==> config.mk <==
export PLATFORM = sky130hd
export DESIGN_NAME = pwr_ctrl_regs_seq
export DESIGN_NICKNAME = d
export VERILOG_FILES = /design/src/rtl/pwr_ctrl_pkg.sv /design/src/rtl/pwr_ctrl_seq.sv /design/src/rtl/pwr_ctrl_regs_seq.sv
export SDC_FILE = /design/constraint.sdc
export NUM_CORES = 1
export LEC_CHECK = 0
export ABC_AREA = 1
export CAP_MARGIN = 15
export CORE_ASPECT_RATIO = 0.6
export CORE_MARGIN = 3
export CORE_UTILIZATION = 65
export DETAILED_ROUTE_END_ITERATION = 8
export DONT_BUFFER_PORTS = 1
export MAX_ROUTING_LAYER = met4
export PLACE_DENSITY = 0.81
export REMOVE_ABC_BUFFERS = 1
export SLEW_MARGIN = 20
export SYNTH_ARGS = -nofsm -noshare
export SYNTH_HDL_FRONTEND = slang
export SYNTH_SLANG_ARGS = --single-unit
==> constraint.sdc <==
create_clock -name i_clk_apb -period 2.6 [get_ports i_clk_apb]
set_input_delay 0.13 -clock i_clk_apb [delete_from_list [all_inputs] [get_ports i_clk_apb]]
set_output_delay 0.13 -clock i_clk_apb [all_outputs]
set_load 0.03 [all_outputs]
==> src/rtl/pwr_ctrl_pkg.sv <==
// Shared types and register layout for the PD0 power controller register block.
// Also holds the sequencer's per-step delay rule.
package pwr_ctrl_pkg;

  typedef enum logic [3:0] {
    ST_ON      = 4'd0,
    ST_ISO_ON  = 4'd1,
    ST_CLK_OFF = 4'd2,
    ST_RST_ON  = 4'd3,
    ST_PWR_OFF = 4'd4,
    ST_OFF     = 4'd5,
    ST_PWR_ON  = 4'd6,
    ST_RST_OFF = 4'd7,
    ST_CLK_ON  = 4'd8,
    ST_ISO_OFF = 4'd9
  } pd_state_e;

  localparam logic [7:0] ADDR_CTRL   = 8'h00;
  localparam logic [7:0] ADDR_STATUS = 8'h04;
  localparam logic [7:0] ADDR_DELAY  = 8'h08;
  localparam logic [7:0] ADDR_IRQ    = 8'h0C;

  localparam int CTRL_PD_REQ_BIT = 0;
  localparam int IRQ_DONE_BIT    = 0;
  localparam int STAT_BUSY_BIT   = 4;
  localparam int STAT_ACK_BIT    = 5;

  // A programmed delay of zero still dwells one cycle per step.
  function automatic logic [7:0] step_load(input logic [7:0] dly);
    return (dly == 8'd0) ? 8'd1 : dly;
  endfunction

endpackage

==> src/rtl/pwr_ctrl_seq.sv <==
// Power-down/up sequencer: ordered iso/clock/reset/power steps with a programmable dwell.
// Domain outputs are registered and change only on entry to a step state.
module pwr_ctrl_seq
  import pwr_ctrl_pkg::*;
(
  input  logic       i_clk_apb,
  input  logic       i_rst_apb,
  input  logic       pd_req,
  input  logic [7:0] delay,
  input  logic       pwr_ack,
  output pd_state_e  state,
  output logic       done,
  output logic       iso_en,
  output logic       clk_en,
  output logic       pd_rst,
  output logic       pwr_en
);

  pd_state_e  state_reg, state_next;
  logic [7:0] cnt_reg, cnt_next;
  logic       iso_reg, iso_next;
  logic       clk_reg, clk_next;
  logic       rst_reg, rst_next;
  logic       pwr_reg, pwr_next;
  logic       expired;
  logic [7:0] load;

  assign expired = (cnt_reg <= 8'd1);
  assign load    = step_load(delay);

  always_ff @(posedge i_clk_apb) begin
    if (i_rst_apb) begin
      state_reg <= ST_ON;
      cnt_reg   <= 8'd1;
      iso_reg   <= 1'b0;
      clk_reg   <= 1'b1;
      rst_reg   <= 1'b0;
      pwr_reg   <= 1'b1;
    end else begin
      state_reg <= state_next;
      cnt_reg   <= cnt_next;
      iso_reg   <= iso_next;
      clk_reg   <= clk_next;
      rst_reg   <= rst_next;
      pwr_reg   <= pwr_next;
    end
  end

  always_comb begin
    state_next = state_reg;
    cnt_next   = expired ? cnt_reg : cnt_reg - 8'd1;
    iso_next   = iso_reg;
    clk_next   = clk_reg;
    rst_next   = rst_reg;
    pwr_next   = pwr_reg;
    done       = 1'b0;
    case (state_reg)
      ST_ON:      if (pd_req) begin
                    state_next = ST_ISO_ON;  cnt_next = load; iso_next = 1'b1;
                  end
      ST_ISO_ON:  if (expired) begin
                    state_next = ST_CLK_OFF; cnt_next = load; clk_next = 1'b0;
                  end
      ST_CLK_OFF: if (expired) begin
                    state_next = ST_RST_ON;  cnt_next = load; rst_next = 1'b1;
                  end
      ST_RST_ON:  if (expired) begin
                    state_next = ST_PWR_OFF; cnt_next = load; pwr_next = 1'b0;
                  end
      // The switch must confirm power is gone before the domain counts as off.
      ST_PWR_OFF: if (expired && !pwr_ack) begin
                    state_next = ST_OFF; done = 1'b1;
                  end
      ST_OFF:     if (!pd_req) begin
                    state_next = ST_PWR_ON;  cnt_next = load; pwr_next = 1'b1;
                  end
      ST_PWR_ON:  if (expired && pwr_ack) begin
                    state_next = ST_RST_OFF; cnt_next = load; rst_next = 1'b0;
                  end
      ST_RST_OFF: if (expired) begin
                    state_next = ST_CLK_ON;  cnt_next = load; clk_next = 1'b1;
                  end
      ST_CLK_ON:  if (expired) begin
                    state_next = ST_ISO_OFF; cnt_next = load; iso_next = 1'b0;
                  end
      ST_ISO_OFF: if (expired) begin
                    state_next = ST_ON; done = 1'b1;
                  end
      default: begin
        state_next = ST_ON;
        iso_next   = 1'b0;
        clk_next   = 1'b1;
        rst_next   = 1'b0;
        pwr_next   = 1'b1;
      end
    endcase
  end

  assign state  = state_reg;
  assign iso_en = iso_reg;
  assign clk_en = clk_reg;
  assign pd_rst = rst_reg;
  assign pwr_en = pwr_reg;

endmodule

==> src/rtl/pwr_ctrl_regs_seq.sv <==
// Register target behind apb_slave: decode, CTRL/DELAY/IRQ registers, one-shot ready,
// registered read return, and the power sequencer instance.
module pwr_ctrl_regs_seq
  import pwr_ctrl_pkg::*;
#(
  parameter int         ADDR_WIDTH = 32,
  parameter int         DATA_WIDTH = 32,
  parameter logic [7:0] DLY_RST    = 8'd4
) (
  input  logic                  i_clk_apb,
  input  logic                  i_rst_apb,
  input  logic                  i_valid,
  output logic                  o_ready,
  input  logic [ADDR_WIDTH-1:0] i_addr,
  input  logic                  i_rd0_wr1,
  input  logic [DATA_WIDTH-1:0] i_wr_data,
  output logic                  o_rd_valid,
  output logic [DATA_WIDTH-1:0] o_rd_data,
  output logic                  o_pd_iso_en,
  output logic                  o_pd_clk_en,
  output logic                  o_pd_rst,
  output logic                  o_pd_pwr_en,
  input  logic                  i_pd_pwr_ack,
  output logic                  o_irq
);

  logic                  accept, wr_acc, rd_acc;
  logic [7:0]            offset;
  logic                  ready_reg, rd_valid_reg;
  logic [DATA_WIDTH-1:0] rd_data_reg, rd_mux;
  logic                  ctrl_reg, irq_reg;
  logic [7:0]            delay_reg;
  pd_state_e             seq_state;
  logic                  seq_done, busy;
  logic                  unused_bits;

  assign unused_bits = ^{i_addr, i_wr_data};
  assign offset      = i_addr[7:0];
  assign accept      = i_valid & ready_reg;
  assign wr_acc      = accept & i_rd0_wr1;
  assign rd_acc      = accept & ~i_rd0_wr1;
  assign busy        = (seq_state != ST_ON) && (seq_state != ST_OFF);

  always_comb begin
    rd_mux = '0;
    case (offset)
      ADDR_CTRL:   rd_mux[CTRL_PD_REQ_BIT] = ctrl_reg;
      ADDR_STATUS: begin
        rd_mux[3:0]           = seq_state;
        rd_mux[STAT_BUSY_BIT] = busy;
        rd_mux[STAT_ACK_BIT]  = i_pd_pwr_ack;
      end
      ADDR_DELAY:  rd_mux[7:0] = delay_reg;
      ADDR_IRQ:    rd_mux[IRQ_DONE_BIT] = irq_reg;
      default:     rd_mux = '0;
    endcase
  end

  // Ready drops for the single cycle after an accept so a held valid is not taken twice.
  always_ff @(posedge i_clk_apb) begin
    if (i_rst_apb) begin
      ready_reg    <= 1'b1;
      rd_valid_reg <= 1'b0;
      rd_data_reg  <= '0;
      ctrl_reg     <= 1'b0;
      delay_reg    <= DLY_RST;
      irq_reg      <= 1'b0;
    end else begin
      ready_reg    <= ~accept;
      rd_valid_reg <= rd_acc;
      rd_data_reg  <= rd_acc ? rd_mux : '0;
      if (wr_acc && offset == ADDR_CTRL)  ctrl_reg  <= i_wr_data[CTRL_PD_REQ_BIT];
      if (wr_acc && offset == ADDR_DELAY) delay_reg <= i_wr_data[7:0];
      if (seq_done)
        irq_reg <= 1'b1;
      else if (wr_acc && offset == ADDR_IRQ && i_wr_data[IRQ_DONE_BIT])
        irq_reg <= 1'b0;
    end
  end

  pwr_ctrl_seq u_seq (
    .i_clk_apb (i_clk_apb),
    .i_rst_apb (i_rst_apb),
    .pd_req    (ctrl_reg),
    .delay     (delay_reg),
    .pwr_ack   (i_pd_pwr_ack),
    .state     (seq_state),
    .done      (seq_done),
    .iso_en    (o_pd_iso_en),
    .clk_en    (o_pd_clk_en),
    .pd_rst    (o_pd_rst),
    .pwr_en    (o_pd_pwr_en)
  );

  assign o_ready    = ready_reg;
  assign o_rd_valid = rd_valid_reg;
  assign o_rd_data  = rd_data_reg;
  assign o_irq      = irq_reg;

endmodule

==> summary.txt <==
Timing
  – Setup Skew: 0.00481 ns
  – Setup TNS: 0 ns
  – Transition time of the tightest slew-check pin: 0.564 ns
  – # setup viols final: 0
  – Slew Limit Fails: 0
  – Tmin final: 1.97 ns
  – Final Hold Fails: 0
  – Max Clock Freq: 0.508 GHz
  – Slew HR: 62.3%
  – Part of the cycle the worst path needs: 75.6%
  – RSZ-0062 raised after global routing: false

Final layout
  – Area delta synth->final: 3.68%
  – Post-route cell area: 0.00222 mm2
  – Filler Cell Count: 267
  – Share of cells above drive strength 1: 10.8%
  – Antenna diodes: 0
  – Utilization after layout: 74.0%
  – Fin cells: 367
  – Nets: 395
  – Most frequent cells in the layout: 68 x nand2_1, 41 x nor2_1, 36 x dfxtp_1
  – Commonest non-fill, non-tap cell in the layout: nand2_1

CTS
  – CTS tree: built
  – CTS sink cnt: 36
  – CTS buffer count: 5
  – Htree depth: 2
  – Worst skew pair latency: 0.28 ns
  – Clock slew at reported path FFs: 0.07 ns
  – Clock tree buffer depth: 2
  – Number of post-CTS setup repair buffers: 0
  – CTS root buf: clkbuf_8

Die
  – Core area: 0.00300 mm2
  – Die Y: 50.5 um
  – Ports: 108
  – Standard-cell rows: 15
  – Die ar.: 0.00405 mm2
  – Initial cell density of the core: 71.4%
  – Die width: 80.2 um

Power and ir drop
  – Worst vdd ir: 0.000713 V
  – PwrDens: 1210 mW/mm2
  – Design Power: 2.68 mW
  – P_leak: 1.04 nW

Place
  – DP HPWL: 3650 um
  – Routability cong.: 0.934
  – Cell count after placement: 356
  – Port bufs: 0
  – Placed Area: 0.00208 mm2

GRT
  – First-pass GRT wire length: 8280 um
  – Largest net degree at the start of global routing: 17
  – Tot GR Track Use: 27.5%
  – Initial antenna violation count: 0
  – Gr ovfl total: 0
  – Vias in the first global route: 1732

Setup path
  – Buf/Inv on CP: 2
  – Worst setup SP type: register
  – Critical path fanouts, max: 14
  – CP Capture Type: register
  – Critical path cell sequence: inv_1 -> ha_1 -> inv_2 -> nand2_1 -> nand2_1 -> nor2_4 -> nand2_2 -> a21oi_4 -> nand3_4 -> nand2_1 -> nand2_1 -> nor2_1
  – Worst Path Required: 2.82 ns
  – R2R cell count: 12
  – Crit-path slowest cell: dfxtp_1
  – Worst r2r dst: u_seq.state[3]
  – CP most frequent cell: nand2_1
  – Worst path max stage delay: 0.34 ns
  – Crit Path Class: register to register
  – CP delay by family, top: simple AND/OR/NAND/NOR gates
  – Worst R2R Start: u_seq.cnt_reg[0]
  – Critical path depth in cells: 12
  – Worst Path Arrival: 2.19 ns
  – Worst R2R Setup Slack: 0.63 ns

Logic synthesis
  – Yosys warns: 0
  – Netlist cell types: 31
  – Largest cells by area after synthesis: dfxtp_1 34%, nand2_1 12%, buf_4 8.8%
  – Seq/Total Area, Yosys: 33.6%
  – Synthesized instance count: 319
  – Area share of the largest cell type after synthesis: 33.6%
  – Area leader, netlist: dfxtp_1
  – Syn avg cell area: 6.72 um2
  – Count of state elements after synthesis: 36
  – Syn Std Cell Area: 0.00214 mm2

Routing
  – Post-route ant nets: 0
  – DR vias: 1972
  – WL final: 4960 um
  – Via/cell ratio: 5.37
  – WL/cell: 13.5 um
  – DR iter-0 viols: 236
  – Post-route DRC: 0
  – Pre-Repair DR Iteration Count: 5

Hold path
  – Hold wc startpoint: i_wr_data[2]
  – Hold Crit Depth: 2
  – Hold Path End: delay_reg[2]
  – Worst Hold Class: primary input to register

Job
  – Max cap viols: 0

Run status
  – Run status: completed
## cell type report
| class | instances | area, um2 | area share (%) |
|---|---|---|---|
| sequential | 36 | 721 | 32.4 |
| multi-input combinational | 235 | 1150 | 51.6 |
| clock buffer | 5 | 68.8 | 3.10 |
| timing repair buffer | 3 | 30.0 | 1.35 |
| inverter | 43 | 161 | 7.26 |
| tap | 42 | 52.6 | 2.36 |
| clock inverter | 3 | 42.5 | 1.91 |
## per-layer routing
metal	global-route usage, %	share of wire [%]	up-vias
li1	-	-	988
met1	42.5	51	853
met2	34.5	37	125
met3	8.06	12	6
met4	5.62	0.38	0
met5	-	0	-
## stage by stage
step,setup WS (ns),hold WS (ns)
6_report,0.633,0.0192
5_1_grt,0.431,0.0211
4_1_cts,0.644,0.00839
3_5_place_dp,0.681,0.203
3_3_place_gp,0.733,0.202
2_1_floorplan,0.975,0.199
## worst reg2reg max path, delay by kind of cell (launching register included)
family | cells | cell delay (ns)
adders and majority gates | 1 | 0.29
and+or+nand+nor | 8 | 0.92
DFF | 1 | 0.34
buffers and inverters | 2 | 0.16
AOI/OAI and AO/OA | 1 | 0.19
## Yosys cell counts
library cell / n
xor2_1: 1
o211ai_1: 2
nand2_2: 8
nor3_1: 2
nand3_4: 1
buf_2: 2
dfxtp_1: 36
inv_1: 35
conb_1: 1
nor3_4: 1
nor2_1: 41
o31ai_1: 1
and2_1: 1
clkbuf_1: 1
nor2_2: 3
inv_2: 8
o32ai_1: 5
buf_4: 25
ha_1: 2
a211oi_1: 1
nand3_1: 14
nand2_1: 68
a21oi_4: 1
a31oi_1: 3
o21ai_0: 22
nand2_4: 1
nand3_2: 1
nor2_4: 3
a21oi_1: 23
nand4_1: 5
o21ai_1: 1
## report_power, final
part	switching [mW]	total, mW	internal (mW)
clock network	0.203	0.487	0.284
registers	0.147	0.796	0.650
logic	0.953	1.40	0.443
total	1.30	2.68	1.38
## how the worst max path moves through the flow
stage / start / end / slack, ns
floorplan: u_seq.cnt_reg[0] / u_seq.state[0] / 0.98
global placement: u_seq.cnt_reg[0] / u_seq.state[1] / 0.73
detailed placement: u_seq.cnt_reg[0] / u_seq.state[0] / 0.68
CTS: u_seq.cnt_reg[0] / u_seq.state[3] / 0.64
global route: u_seq.cnt_reg[0] / u_seq.state[0] / 0.43
finish: u_seq.cnt_reg[0] / u_seq.state[3] / 0.63
## kinds of logic after synthesis
group	Yosys count	share of synthesized area (%)
AO/OA/AOI/OAI	59	15.8
XOR/XNOR	1	0.408
adder cells (fa/ha/maj)	2	1.17
buffers and inverters	71	16.9
flip-flops	36	33.6
other	1	0.175
AND/OR/NAND/NOR	149	31.9
## what timing repair did
item,CTS,global route
gates resized for setup,0,0
endpoints found under the hold margin,14,0
hold buffers,3,0
(Power assumes the default switching activity.)
